**src/rtl/stage3_types_pkg.sv**
```systemverilog
`default_nettype none
// +----------------------------------------------------------------------+
// | Module   : stage3_types_pkg                                          |
// | Purpose  : Shared types for the memory stage of the 3-stage pipeline:|
// |            access-size encoding and the bus-access FSM states.       |
// | Revision : 1.0 - initial release                                     |
// +----------------------------------------------------------------------+
package stage3_types_pkg;

  // Access size as carried on ex_size.
  typedef enum logic [1:0] {
    BYTE = 2'd0,
    HALF = 2'd1,
    WORD = 2'd2
  } mem_size_t;

  // Data-bus access sequencing.
  typedef enum logic [1:0] {
    IDLE   = 2'd0,
    ACCESS = 2'd1,
    DRAIN  = 2'd2
  } mem_state_t;

endpackage
`default_nettype wire

```
**src/rtl/stage3_mem_align.sv**
```systemverilog
`default_nettype none
// +----------------------------------------------------------------------+
// | Module   : stage3_mem_align                                          |
// | Purpose  : Combinational lane logic for loads and stores.            |
// |   size        in   access size (byte/half/word)                      |
// |   offset      in   byte offset within the bus word                   |
// |   is_unsigned in   zero-extend loads instead of sign-extending       |
// |   store_data  in   register value to store                           |
// |   rdata       in   raw bus read data                                 |
// |   byte_en     out  lane mask for the access                          |
// |   wdata       out  store data replicated across lanes                |
// |   load_data   out  selected lane, extended to full width             |
// |   misaligned  out  offset not a multiple of the access size          |
// | Revision : 1.0 - initial release                                     |
// +----------------------------------------------------------------------+
module stage3_mem_align
  import stage3_types_pkg::*;
#(
  parameter int BUS_W  = 32,
  parameter int BYTE_W = 4
) (
  input  logic [1:0]        size,
  input  logic [1:0]        offset,
  input  logic              is_unsigned,
  input  logic [BUS_W-1:0]  store_data,
  input  logic [BUS_W-1:0]  rdata,
  output logic [BYTE_W-1:0] byte_en,
  output logic [BUS_W-1:0]  wdata,
  output logic [BUS_W-1:0]  load_data,
  output logic              misaligned
);

  // Shift the addressed lane down to bit 0 so every size extracts from
  // the bottom of the word.
  logic [BUS_W-1:0] w_lane;
  assign w_lane = rdata >> {offset, 3'b000};

  always_comb begin
    // Word access (and the unused size encoding) is the default.
    byte_en    = '1;
    wdata      = store_data;
    load_data  = w_lane;
    misaligned = |offset;
    case (mem_size_t'(size))
      BYTE: begin
        byte_en    = BYTE_W'(1) << offset;
        wdata      = {BYTE_W{store_data[7:0]}};
        load_data  = is_unsigned ? {{(BUS_W-8){1'b0}}, w_lane[7:0]}
                                 : {{(BUS_W-8){w_lane[7]}}, w_lane[7:0]};
        misaligned = 1'b0;
      end
      HALF: begin
        byte_en    = BYTE_W'(2'b11) << {offset[1], 1'b0};
        wdata      = {(BYTE_W/2){store_data[15:0]}};
        load_data  = is_unsigned ? {{(BUS_W-16){1'b0}}, w_lane[15:0]}
                                 : {{(BUS_W-16){w_lane[15]}}, w_lane[15:0]};
        misaligned = offset[0];
      end
      default: ;
    endcase
  end

endmodule
`default_nettype wire

```
**src/rtl/stage3_mem_stage.sv**
```systemverilog
`default_nettype none
// +----------------------------------------------------------------------+
// | Module   : stage3_mem_stage                                          |
// | Purpose  : Memory stage: issues loads/stores on the data bus, stalls |
// |            until completion, aligns load data and registers the      |
// |            writeback (MEM/WB) values.                                |
// |   CLK, nRST            clock, async active-low reset                 |
// |   ex_*                 ex/mem pipeline register contents             |
// |   flush                kill the current instruction                  |
// |   dmem_*               generic data bus (req/busy handshake)         |
// |   mem_stall            freeze upstream stages and ex/mem register    |
// |   misaligned           access misaligned for its size                |
// |   reg_write/rd_m/reg_wdata  MEM/WB writeback + forwarding            |
// |   brj_addr, pc4        pass-through to fetch for redirects           |
// | Revision : 1.0 - initial release                                     |
// +----------------------------------------------------------------------+
module stage3_mem_stage
  import stage3_types_pkg::*;
#(
  parameter int BUS_W  = 32,
  parameter int BYTE_W = 4
) (
  input  logic              CLK,
  input  logic              nRST,
  input  logic              ex_valid,
  input  logic              ex_ren,
  input  logic              ex_wen,
  input  logic [1:0]        ex_size,
  input  logic              ex_unsigned,
  input  logic [BUS_W-1:0]  ex_addr,
  input  logic [BUS_W-1:0]  ex_store_data,
  input  logic              ex_reg_write,
  input  logic [4:0]        ex_rd,
  input  logic [BUS_W-1:0]  ex_alu_result,
  input  logic [BUS_W-1:0]  ex_brj_addr,
  input  logic [BUS_W-1:0]  ex_pc4,
  input  logic              flush,
  output logic              dmem_ren,
  output logic              dmem_wen,
  output logic [BUS_W-1:0]  dmem_addr,
  output logic [BUS_W-1:0]  dmem_wdata,
  output logic [BYTE_W-1:0] dmem_byte_en,
  input  logic              dmem_busy,
  input  logic [BUS_W-1:0]  dmem_rdata,
  output logic              mem_stall,
  output logic              misaligned,
  output logic              reg_write,
  output logic [4:0]        rd_m,
  output logic [BUS_W-1:0]  reg_wdata,
  output logic [BUS_W-1:0]  brj_addr,
  output logic [BUS_W-1:0]  pc4
);

  logic              w_is_mem;
  logic              w_align_mis;
  logic              w_req;
  logic              w_issue;
  logic [BYTE_W-1:0] w_byte_en;
  logic [BUS_W-1:0]  w_wdata;
  logic [BUS_W-1:0]  w_load_data;
  logic [BUS_W-1:0]  w_addr_word;

  mem_state_t        r_state;
  mem_state_t        w_state_next;

  // Request captured at issue; replayed in ACCESS/DRAIN so the bus sees a
  // stable request even if the ex/mem register is flushed underneath it.
  logic              r_ren;
  logic              r_wen;
  logic [BUS_W-1:0]  r_addr;
  logic [BUS_W-1:0]  r_wdata;
  logic [BYTE_W-1:0] r_byte_en;

  stage3_mem_align #(
    .BUS_W  (BUS_W),
    .BYTE_W (BYTE_W)
  ) u_align (
    .size        (ex_size),
    .offset      (ex_addr[1:0]),
    .is_unsigned (ex_unsigned),
    .store_data  (ex_store_data),
    .rdata       (dmem_rdata),
    .byte_en     (w_byte_en),
    .wdata       (w_wdata),
    .load_data   (w_load_data),
    .misaligned  (w_align_mis)
  );

  // Only real memory instructions can be misaligned; an ALU op whose
  // result happens to be odd must not be killed.
  assign w_is_mem    = ex_valid & (ex_ren | ex_wen);
  assign misaligned  = w_is_mem & w_align_mis;
  assign w_req       = w_is_mem & ~w_align_mis;
  assign w_addr_word = {ex_addr[BUS_W-1:2], 2'b00};

  assign brj_addr = ex_brj_addr;
  assign pc4      = ex_pc4;

  always_comb begin
    w_state_next = r_state;
    w_issue      = 1'b0;
    dmem_ren     = 1'b0;
    dmem_wen     = 1'b0;
    dmem_addr    = w_addr_word;
    dmem_wdata   = w_wdata;
    dmem_byte_en = w_byte_en;
    mem_stall    = 1'b0;
    case (r_state)
      IDLE: begin
        if (w_req & ~flush) begin
          w_issue  = 1'b1;
          dmem_ren = ex_ren;
          dmem_wen = ex_wen;
          // A flushed instruction never reaches the bus, so it must not
          // wait on a busy flag that belongs to nobody.
          mem_stall = dmem_busy;
          if (dmem_busy) begin
            w_state_next = ACCESS;
          end
        end
      end
      ACCESS: begin
        dmem_ren     = r_ren;
        dmem_wen     = r_wen;
        dmem_addr    = r_addr;
        dmem_wdata   = r_wdata;
        dmem_byte_en = r_byte_en;
        mem_stall    = w_req & dmem_busy;
        if (!dmem_busy) begin
          w_state_next = IDLE;
        end else if (flush) begin
          w_state_next = DRAIN;
        end
      end
      DRAIN: begin
        // The bus cannot abort, so ride the transaction out and drop the
        // result; stall the whole time so nothing new is issued.
        dmem_ren     = r_ren;
        dmem_wen     = r_wen;
        dmem_addr    = r_addr;
        dmem_wdata   = r_wdata;
        dmem_byte_en = r_byte_en;
        mem_stall    = 1'b1;
        if (!dmem_busy) begin
          w_state_next = IDLE;
        end
      end
      default: begin
        w_state_next = IDLE;
      end
    endcase
    // Requests drop the moment reset is asserted, not at the next edge.
    if (!nRST) begin
      w_issue   = 1'b0;
      dmem_ren  = 1'b0;
      dmem_wen  = 1'b0;
      mem_stall = 1'b0;
    end
  end

  always_ff @(posedge CLK or negedge nRST) begin
    if (!nRST) begin
      r_state   <= IDLE;
      r_ren     <= 1'b0;
      r_wen     <= 1'b0;
      r_addr    <= '0;
      r_wdata   <= '0;
      r_byte_en <= '0;
    end else begin
      r_state <= w_state_next;
      if (w_issue) begin
        r_ren     <= ex_ren;
        r_wen     <= ex_wen;
        r_addr    <= w_addr_word;
        r_wdata   <= w_wdata;
        r_byte_en <= w_byte_en;
      end
    end
  end

  // MEM/WB register: a stalled cycle becomes a bubble.
  always_ff @(posedge CLK or negedge nRST) begin
    if (!nRST) begin
      reg_write <= 1'b0;
      rd_m      <= '0;
      reg_wdata <= '0;
    end else if (mem_stall) begin
      reg_write <= 1'b0;
      rd_m      <= '0;
    end else begin
      reg_write <= ex_valid & ex_reg_write & ~flush & ~misaligned;
      rd_m      <= ex_valid ? ex_rd : 5'd0;
      reg_wdata <= ex_ren ? w_load_data : ex_alu_result;
    end
  end

endmodule
`default_nettype wire

```
**config.mk**
```make
export PLATFORM = sky130hd
export DESIGN_NAME = stage3_mem_stage
export DESIGN_NICKNAME = d
export VERILOG_FILES = /design/src/rtl/stage3_types_pkg.sv /design/src/rtl/stage3_mem_align.sv /design/src/rtl/stage3_mem_stage.sv
export SDC_FILE = /design/constraint.sdc
export NUM_CORES = 1
export LEC_CHECK = 0
export CORE_AREA = 2 2 149 151
export CTS_BUF_LIST = sky130_fd_sc_hd__clkbuf_8
export CTS_CLUSTER_DIAMETER = 80
export CTS_CLUSTER_SIZE = 24
export DETAILED_ROUTE_END_ITERATION = 16
export DIE_AREA = 0 0 151 153
export PLACE_DENSITY = 0.78
export SYNTH_ARGS = -nofsm -noshare
export SYNTH_HDL_FRONTEND = slang
export SYNTH_SLANG_ARGS = --single-unit
```
**constraint.sdc**
```tcl
create_clock -name CLK -period 3.6 [get_ports CLK]
set_clock_uncertainty 0.15 [all_clocks]
set_input_delay 0.72 -clock CLK [delete_from_list [all_inputs] [get_ports CLK]]
set_output_delay 0.72 -clock CLK [all_outputs]
set_load 0.02 [all_outputs]
```
==> results.toml <==
[sta]
timing.final.crit_share_pct = 97.11
hold_slack_ns = 0.06624
rsz0062_at_grt = "false"
hold_viol = 0
fin_crit_ns = 3.496
tightest_slew_ns = 0.7209
timing.fmax_mhz = 286.1
relSlewSlack_pct = 51.94
maxSlewViolCount = 0
finalSetupViolCount = 0

[run]
maxCapViolations = 0

[setup_path]
path_max_fanout = 13
path_class = "input pin to output pin"
endpoint = "dmem_wdata[30]"
r2r_slack_ns = 1.25
arrival_ns = 2.63
crit_path_end_kind = "output pin"
startpoint_type = "input pin"
crit_start = "ex_size[0]"
timing.rr.start = "r_state[1]"
r2r_cells = 7
worstPathRequired_ns = 2.73
r2r_end = "reg_wdata[27]"

[route]
ant_nets = 0
drc = 0
vias = 5221
dr.pass1.iters = 4
wl_per_cell_um = 18.48
drtIter0Drc = 276
finalWirelength_mm = 20.13
viasPerCell = 4.794

[global_route]
grt_max_degree = 73
track_usage_pct = 17.17
grt_overflow = 0
grt_antenna_before_repair = 3
grt_pass1_wl_mm = 30.15
grt_pass1_vias = 5297

[cells_and_area]
fin_nets = 1015
layout_commonest_cell = "clkdlybuf4s50_1"
mostFrequentLayoutCells = "229 x clkdlybuf4s50_1, 163 x mux2_2, 108 x dfrtp_1, 37 x mux2i_1, 34 x nand2_1"
syn_to_final_growth_pct = 38.28
multi_input_area_um2 = 3316
fin_cells = 1089
drive_gt1_share_pct = 26.36
regArea_um2 = 2703
stdcell_area_um2 = 9348
fill_cells = 2064

[yosys]
synth_cells = 619
ys_seq_elements = 108
postSynthAreaPerCell_um2 = 10.92
synth_top_area_share_pct = 39.98
yosysTopAreaCell = "dfrtp_1"
ys_top_cells_by_area = "dfrtp_1 40%, mux2_2 27%, buf_4 7.6%"
ys_async_sr_fraction_pct = 100.0
synth_edf_count = 0
ys_warn_count = 0
synth_area_um2 = 6760
synth_flop_cell = "dfrtp_1"
synth_seq_area_share_pct = 39.98
ys_types = 41

[placement]
dp_hpwl_mm = 15.31
dp_cells = 1072
placed_area_um2 = 9133
gp_congestion = 0.8798
portBuffers = 251

[cts]
postCtsSetupBuffers = 0
root_buffer = "clkbuf_8"
clock_sinks = 108
hold_buffers = 0
clk_transition_reported_paths_ns = 0.13
cts_buffer_depth = 2
cts_tree = "yes"
clock_latency_ns = 0.37
cts-buffers-inserted = 9
h-tree-depth = 3

[die]
start_util_pct = 31.46
die_x_um = 151
die_y_um = 153
die_area_um2 = 23100
io_pins = 382
coreArea_um2 = 21490
num_rows = 54

[run_status]
status = "finished, final reports clean"

[power]
peakVddDrop_v = 0.0004970
p_leak_nw = 4.117
power.density_nw_per_um2 = 736.9

[min_path]
hold_class = "input pin to async pin"
## registers in the layout, summed over array words and instances (netlist names)
signal / flops
r_wdata: 32
reg_wdata: 32
r_addr: 30
rd_m: 5
r_byte_en: 4
r_state: 2
r_ren: 1
r_wen: 1
reg_write: 1
## per-layer routing
layer | wire [µm] | global-route usage [%] | up-vias
li1 | - | - | 2487
met1 | 8294 | 20.99 | 2493
met2 | 9577 | 27.08 | 172
met3 | 1332 | 4.597 | 69
met4 | 926 | 9.924 | 0
met5 | 0 | 0 | -
## worst max-delay path, stage by stage
cell	delay, ns
clkdlybuf4s50_1	0.51
buf_4	0.25
mux2i_1	0.25
nor2_1	0.06
a21oi_1	0.15
o21ai_0	0.10
clkdlybuf4s50_1	0.57
## through the flow
stage               setup WS (ns)  power [mW]  TNS [ns]  utilization (%)
floorplan                  0.7765       4.467         0                -
global placement         -0.05935       6.209   -0.4172            42.51
detailed placement        -0.1094       6.267   -0.8431            42.51
CTS                      0.003263       7.005         0            43.38
global route             0.001225       7.296         0            43.50
finish                     0.1042       6.888         0            43.51
## worst min-delay path by stage
| stage | to | slack, ns | cells past startpoint |
|---|---|---|---|
| after global routing | reg_wdata[4] | 0.06 | 1 |
| after detailed placement | r_byte_en[2] | 0.33 | 2 |
| after floorplan | r_addr[10] | 0.27 | 0 |
| after CTS | reg_wdata[4] | 0.04 | 1 |
| after global placement | r_byte_en[2] | 0.31 | 2 |
| final | reg_wdata[4] | 0.07 | 1 |
## repair_timing
action	in CTS	in global routing
gates cloned	0	0
resized for setup	14	9
endpoints found under the setup margin	16	13
## layout make-up
type                    count  area share (%)
multi-input cells         392           35.47
repair buffers            275           29.17
flip-flops and latches    108           28.91
well taps                 280           3.748
clock buffers               9           1.325
inverters                  17          0.6826
clock inverters             7          0.6693
diodes                      1         0.02677
## Yosys cell counts (all sizes together) (7+ instances only)
library cell	count
nand2	36
o22ai	8
mux2i	37
mux2	163
o21ai	21
a211oi	7
o2bb2ai	7
a22oi	9
nor2	33
nor2b	9
clkbuf	14
a21oi	28
buf	89
dfrtp	108
inv	16
## where the power goes
group / switching, mW / total (mW) / internal [mW]
Sequential: 0.213 / 1.87 / 1.65
Combinational: 2.04 / 4.27 / 2.23
Clock: 0.487 / 0.753 / 0.265
Total: 2.74 / 6.89 / 4.15
## cells by family after synthesis
logic type	synth area share, %
DFF	39.98
and+or+nand+nor	6.367
muxes	32.63
adders and majority gates	0.7404
buffers and inverters	11.36
other	0.05547
AOI/OAI and AO/OA	8.865
(Power assumes the default switching activity.)
